## config.mk

```make
export PLATFORM = sky130hd
export DESIGN_NAME = ps2_key_decoder
export DESIGN_NICKNAME = d
export VERILOG_FILES = /design/src/rtl/ps2_pkg.sv /design/src/rtl/ps2_rx_frame.sv /design/src/rtl/ps2_key_decoder.sv
export SDC_FILE = /design/constraint.sdc
export NUM_CORES = 1
export LEC_CHECK = 0
export CAP_MARGIN = 0
export CORE_UTILIZATION = 40
export CTS_CLUSTER_SIZE = 14
export DETAILED_ROUTE_END_ITERATION = 8
export SLEW_MARGIN = 20
export SYNTH_ARGS = -nofsm -noshare
export SYNTH_HDL_FRONTEND = slang
export SYNTH_SLANG_ARGS = --single-unit
```

## constraint.sdc

```tcl
create_clock -name clk -period 6.85 [get_ports clk]
set_clock_uncertainty 0.05 [all_clocks]
set_input_delay 2.055 -clock clk [delete_from_list [all_inputs] [get_ports clk]]
set_output_delay 2.055 -clock clk [all_outputs]
set_load 0.005 [all_outputs]
```

## src/rtl/ps2_pkg.sv

```systemverilog
// Shared constants for the PS/2 keyboard front end: scan codes, the ASCII
// key bytes the game logic expects, and the frame FSM encoding.
package ps2_pkg;

  localparam logic [7:0] SC_W     = 8'h1D;
  localparam logic [7:0] SC_S     = 8'h1B;
  localparam logic [7:0] SC_A     = 8'h1C;
  localparam logic [7:0] SC_D     = 8'h23;
  localparam logic [7:0] SC_UP    = 8'h75;
  localparam logic [7:0] SC_DOWN  = 8'h72;
  localparam logic [7:0] SC_LEFT  = 8'h6B;
  localparam logic [7:0] SC_RIGHT = 8'h74;
  localparam logic [7:0] SC_EXT   = 8'hE0;
  localparam logic [7:0] SC_BRK   = 8'hF0;

  localparam logic [7:0] ASCII_W    = 8'h77;
  localparam logic [7:0] ASCII_S    = 8'h73;
  localparam logic [7:0] ASCII_A    = 8'h61;
  localparam logic [7:0] ASCII_D    = 8'h64;
  localparam logic [7:0] ASCII_IDLE = 8'h00;

  localparam logic [1:0] ST_IDLE  = 2'd0;
  localparam logic [1:0] ST_RECV  = 2'd1;
  localparam logic [1:0] ST_CHECK = 2'd2;

  // Letter keys map only without the E0 prefix, arrows only with it.
  function automatic logic [7:0] scan_to_ascii(input logic [7:0] code,
                                               input logic       ext);
    logic [7:0] a;
    a = ASCII_IDLE;
    if (!ext) begin
      case (code)
        SC_W:    a = ASCII_W;
        SC_S:    a = ASCII_S;
        SC_A:    a = ASCII_A;
        SC_D:    a = ASCII_D;
        default: a = ASCII_IDLE;
      endcase
    end else begin
      case (code)
        SC_UP:    a = ASCII_W;
        SC_DOWN:  a = ASCII_S;
        SC_LEFT:  a = ASCII_A;
        SC_RIGHT: a = ASCII_D;
        default:  a = ASCII_IDLE;
      endcase
    end
    return a;
  endfunction

endpackage

```

## src/rtl/ps2_rx_frame.sv

```systemverilog
// PS/2 receive path: input synchronisers, ps2_clk glitch filter, 11-bit
// frame FSM with inter-edge timeout. Emits a checked byte or an error pulse.
module ps2_rx_frame
  import ps2_pkg::*;
#(
  parameter int unsigned FILTER_LEN = 8,
  parameter int unsigned TIMEOUT    = 20000
) (
  input  logic       clk,
  input  logic       rst,
  input  logic       ps2_clk,
  input  logic       ps2_data,
  output logic [7:0] rx_byte,
  output logic       rx_valid,
  output logic       rx_err
);

  localparam int unsigned FW = $clog2(FILTER_LEN + 1);
  localparam int unsigned TW = $clog2(TIMEOUT + 1);

  logic          clk_s1, clk_s2, dat_s1, dat_s2;
  logic          filt;
  logic [FW-1:0] filt_cnt;
  logic          fall;
  logic [1:0]    state;
  logic [3:0]    bit_cnt;
  logic [9:0]    shift;
  logic [TW-1:0] to_cnt;
  logic          err_q;
  logic          frame_ok;

  always_ff @(posedge clk or negedge rst) begin
    if (!rst) begin
      clk_s1   <= 1'b1;
      clk_s2   <= 1'b1;
      dat_s1   <= 1'b1;
      dat_s2   <= 1'b1;
      filt     <= 1'b1;
      filt_cnt <= '0;
      fall     <= 1'b0;
    end else begin
      clk_s1 <= ps2_clk;
      clk_s2 <= clk_s1;
      dat_s1 <= ps2_data;
      dat_s2 <= dat_s1;
      fall   <= 1'b0;
      if (clk_s2 == filt) begin
        filt_cnt <= '0;
      end else if (filt_cnt == FW'(FILTER_LEN - 1)) begin
        filt     <= clk_s2;
        filt_cnt <= '0;
        fall     <= filt;
      end else begin
        filt_cnt <= filt_cnt + 1'b1;
      end
    end
  end

  // shift collects d0..d7, parity, stop (start bit is not stored).
  always_ff @(posedge clk or negedge rst) begin
    if (!rst) begin
      state   <= ST_IDLE;
      bit_cnt <= '0;
      shift   <= '0;
      to_cnt  <= '0;
      err_q   <= 1'b0;
    end else begin
      err_q <= 1'b0;
      case (state)
        ST_IDLE: begin
          if (fall) begin
            if (!dat_s2) begin
              state   <= ST_RECV;
              bit_cnt <= 4'd1;
              to_cnt  <= '0;
            end else begin
              err_q <= 1'b1;
            end
          end
        end
        ST_RECV: begin
          if (fall) begin
            shift   <= {dat_s2, shift[9:1]};
            bit_cnt <= bit_cnt + 4'd1;
            to_cnt  <= '0;
            if (bit_cnt == 4'd10) state <= ST_CHECK;
          end else if (to_cnt == TW'(TIMEOUT - 1)) begin
            err_q <= 1'b1;
            shift <= '0;
            state <= ST_IDLE;
          end else begin
            to_cnt <= to_cnt + 1'b1;
          end
        end
        ST_CHECK: state <= ST_IDLE;
        default:  state <= ST_IDLE;
      endcase
    end
  end

  assign frame_ok = shift[9] & (^shift[8:0]);
  assign rx_byte  = shift[7:0];
  assign rx_valid = (state == ST_CHECK) && frame_ok;
  assign rx_err   = err_q || ((state == ST_CHECK) && !frame_ok);

endmodule

```

## src/rtl/ps2_key_decoder.sv

```systemverilog
// PS/2 keyboard to game-control decoder: handles E0/F0 prefixes, suppresses
// typematic repeats and strobes the ASCII key byte (00 on release).
module ps2_key_decoder
  import ps2_pkg::*;
#(
  parameter int unsigned FILTER_LEN = 8,
  parameter int unsigned TIMEOUT    = 20000
) (
  input  logic       clk,
  input  logic       rst,
  input  logic       ps2_clk,
  input  logic       ps2_data,
  output logic [7:0] data,
  output logic       display,
  output logic       frame_err
);

  logic [7:0] rx_byte;
  logic       rx_valid;
  logic       rx_err;
  logic       brk, ext;
  logic [7:0] held, data_q;
  logic [7:0] mapped, next_data;
  logic       is_prefix, strobe;

  ps2_rx_frame #(
    .FILTER_LEN(FILTER_LEN),
    .TIMEOUT   (TIMEOUT)
  ) u_rx (
    .clk     (clk),
    .rst     (rst),
    .ps2_clk (ps2_clk),
    .ps2_data(ps2_data),
    .rx_byte (rx_byte),
    .rx_valid(rx_valid),
    .rx_err  (rx_err)
  );

  always_comb begin
    mapped    = scan_to_ascii(rx_byte, ext);
    is_prefix = (rx_byte == SC_EXT) || (rx_byte == SC_BRK);
    strobe    = 1'b0;
    next_data = data_q;
    if (rx_valid && !is_prefix) begin
      if (!brk) begin
        if (mapped != ASCII_IDLE && mapped != held) begin
          strobe    = 1'b1;
          next_data = mapped;
        end
      end else if (mapped == held && held != ASCII_IDLE) begin
        strobe    = 1'b1;
        next_data = ASCII_IDLE;
      end
    end
  end

  always_ff @(posedge clk or negedge rst) begin
    if (!rst) begin
      brk    <= 1'b0;
      ext    <= 1'b0;
      held   <= ASCII_IDLE;
      data_q <= ASCII_IDLE;
    end else begin
      if (rx_valid) begin
        if (rx_byte == SC_EXT) begin
          ext <= 1'b1;
        end else if (rx_byte == SC_BRK) begin
          brk <= 1'b1;
        end else begin
          brk <= 1'b0;
          ext <= 1'b0;
        end
      end
      if (strobe) begin
        held   <= next_data;
        data_q <= next_data;
      end
    end
  end

  // The strobe is decided in the frame's check cycle, so data is bypassed
  // to show the new byte in the same cycle display is high.
  assign display   = strobe;
  assign data      = strobe ? next_data : data_q;
  assign frame_err = rx_err;

endmodule

```

==> results_dict.tcl <==
set metrics [dict create \
    multi_input_area_mm2 0.00152 \
    crit_chain "inv_1 -> ha_1 -> xnor3_1 -> xnor2_1 -> nand4bb_1 -> or2_2 -> nor2_1 -> a21oi_1 -> o22ai_1 -> clkdlybuf4s50_1" \
    cts_buffer_depth 2 \
    ff_latch_area_mm2 0.00151 \
    setup.worst_path.start "u_rx.shift[2]" \
    vias 2234 \
    min-delay-path-class "reg -> reg" \
    pin_count 14 \
    grt_pass1_wl_um 10200 \
    top_usage_layer "met2" \
    clk_latency_ns 0.33 \
    leakage_nw 1.62 \
    synth_edf_count 0 \
    met2_usage_pct 24.1 \
    cp.arrival_ns 3.44 \
    crit_cells 10 \
    synth_cell_type_count 57 \
    ir_drop_uv 107 \
    synthToLayoutAreaGrowth_pct 14.5 \
    cp_num_buf_inv 2 \
    routed_wirelength_um 5840 \
    dp_slack_ns 1.65 \
    htree_levels 3 \
    timing.slew.headroom_pct 43.6 \
    cts_tree "yes" \
    fin_crit_ns 5.54 \
    final-setup-viol-count 0 \
    critPathCaptureType "output pin" \
    cp_top_family "simple AND/OR/NAND/NOR gates" \
    slew_viol_final 0 \
    drt_iter0_drc 118 \
    ys_seq_area_share_pct 47.9 \
    endpoint "data[0]" \
    grt_util_met1_pct 20.8 \
    start_kind "flip-flop" \
    rrSetupSlack_ns 4.14 \
    grt_pass1_vias 2187 \
    drtAntennaViolNets 0 \
    power_density_mw_per_mm2 219 \
    gr-usage-met3_pct 4.71 \
    netlist_top_cells_area "dfrtp_1 44%, ha_1 7.2%, dfstp_2 4.2%" \
    cp.required_ns 4.74 \
    ctsHoldBuffers 0 \
    fin_tns_setup_ns 0 \
    layout_common_cells "55 x dfrtp_1, 25 x nor2_1, 23 x inv_1, 18 x ha_1, 16 x nand2_1" \
    synthFlopType "dfrtp_1" \
    nNetsFinal 341 \
    place_congestion 0.818 \
    ys_ff_latch 60 \
    rows 31 \
    yosysWarnings 0 \
    worstMarginPinSlew_ns 0.846 \
    gr-total-overflow 0 \
    antenna_found_initial 0 \
    ys_async_sr_fraction_pct 100 \
    drcViolationCount 0 \
    core_area_mm2 0.00745 \
    rr_worst_depth 9 \
    diodes 0 \
    cpPeakStageDelay_ns 0.55 \
    cts_buffers 9 \
    clk_pin_slew_ns 0.06 \
    synth_cells 300 \
    syn_avg_cell_area_um2 10.5 \
    post_drt_wl_per_cell_um 13.8 \
    drv_cap 0 \
    status "finished, final reports clean" \
    drive_gt1_share_pct 9.57 \
    grt_max_degree 61 \
    rsz0062_at_grt "no" \
    crit_path_max_fanout 7 \
    period_share_pct 80.9 \
    dr.pass1.iters 4 \
    layout_commonest_cell "dfrtp_1" \
    worst_slack_ns 1.31 \
    cts_setup_buffers 0 \
    cts.sinks 60 \
    critPathKind "reg -> out" \
    finalHoldViolations 0 \
    synth_area_mm2 0.00315 \
    synth_top_area_cell "dfrtp_1" \
    yosys.area.top_type_share_pct 43.7 \
    syn-num-nets 322 \
    dieArea_mm2 0.00823 \
    io_buffer_count 13 \
    root_buffer "clkbuf_8" \
    grtUsageTotal_pct 15.6 \
    slowest_stage "clkdlybuf4s50_1" \
    die_h_um 90.7 \
    post_cts_resized 0 \
    num-fill-cells 723 \
    max_freq_mhz 180 \
    die_width_um 90.7 \
    timing.rr.end "data_q[0]" \
    via_per_inst 5.28 \
    r2r_start "u_rx.shift[2]" \
    start_util_pct 42.3 \
    dp_hpwl_um 4020 \
]
==> how the worst min path moves through the flow <==
stage	start	endpoint	slack [ns]	cells after the start
3_3_place_gp	u_rx.clk_s1	u_rx.clk_s2	0.30	0
6_report	u_rx.dat_s1	u_rx.dat_s2	0.31	0
2_1_floorplan	u_rx.clk_s1	u_rx.clk_s2	0.30	0
5_1_grt	u_rx.dat_s1	u_rx.dat_s2	0.31	0
4_1_cts	u_rx.dat_s1	u_rx.dat_s2	0.31	0
3_5_place_dp	u_rx.dat_s1	u_rx.dat_s2	0.30	0
==> worst register-to-register path: stages (launching register included) <==
cell and delay (ns):
dfrtp_1 0.42, inv_1 0.08, ha_1 0.28, xnor3_1 0.39
xnor2_1 0.15, nand4bb_1 0.37, or2_2 0.43, nor2_1 0.16
a21oi_1 0.06, o22ai_1 0.23
==> power breakdown <==
group          total (mW)  switching, mW  internal (mW)
Clock               0.377          0.135          0.242
Sequential          0.379        0.00962          0.369
Combinational      0.0327         0.0177         0.0150
==> through the flow <==
stage	hold slack [ns]	util (%)	total power, mW	instance area (µm²)	cells
final	0.306	48.4	0.789	3610	423
after global routing	0.310	48.4	0.822	3610	423
after CTS	0.307	48.4	0.801	3610	423
after detailed placement	0.297	45.3	0.419	3370	407
after global placement	0.296	45.3	0.417	3370	407
after floorplan	0.295	-	0.404	3150	300
==> cell usage after synthesis, drive strengths merged (2+ instances only) <==
cell and number:
dfrtp 55, nor2 26, inv 23, ha 18, nand2 16, a21oi 13
a22o 12, xor2 12, nand3 11, and2 8, o21ai 8, and4 7
nand4 7, o22ai 6, xnor2 6, and3 5, dfstp 5, a21o 4
clkbuf 4, nor2b 4, or3 4, mux2i 3, nor3b 3, nor4bb 3
o21a 3, o2bb2ai 3, a21boi 2, a22oi 2, a41o 2, buf 2
nand2b 2, nand3b 2, nor3 2, or2 2
==> routing by layer <==
layer  vias up  wire length [µm]
li1       1111                 -
met1      1088              2880
met2        30              2740
met3         5               183
met4         0                41
met5         -                 0
==> registers in the layout (all words and copies together) (netlist names) <==
register	cells
brk	1
data_q	8
ext	1
held	8
u_rx.bit_cnt	4
u_rx.clk_s1	1
u_rx.clk_s2	1
u_rx.dat_s1	1
u_rx.dat_s2	1
u_rx.err_q	1
u_rx.fall	1
u_rx.filt	1
u_rx.filt_cnt	4
u_rx.shift	10
u_rx.state	2
u_rx.to_cnt	15
==> cell families (layout without fill, tap and decap cells) <==
| logic type | count (synthesis) | count (layout) | share of synthesized area, % |
|---|---|---|---|
| multiplexers | 4 | 4 | 1.31 |
| XOR/XNOR | 19 | 19 | 5.72 |
| flip-flops | 60 | 60 | 47.9 |
| AO/OA/AOI/OAI | 64 | 64 | 15.2 |
| adder cells (fa/ha/maj) | 18 | 18 | 7.15 |
| AND/OR/NAND/NOR | 106 | 106 | 19.0 |
| buffers and inverters | 29 | 53 | 3.74 |
==> final cells by class <==
type,count,share of cell area [%]
Inverter,23,2.39
Multi-Input combinational cell,211,42.2
Sequential cell,60,41.8
Clock buffer,12,3.75
Clock inverter,4,2.71
Timing Repair Buffer,14,3.68
Tap cell,99,3.44
Note: power is estimated with default switching activity, not from simulation.
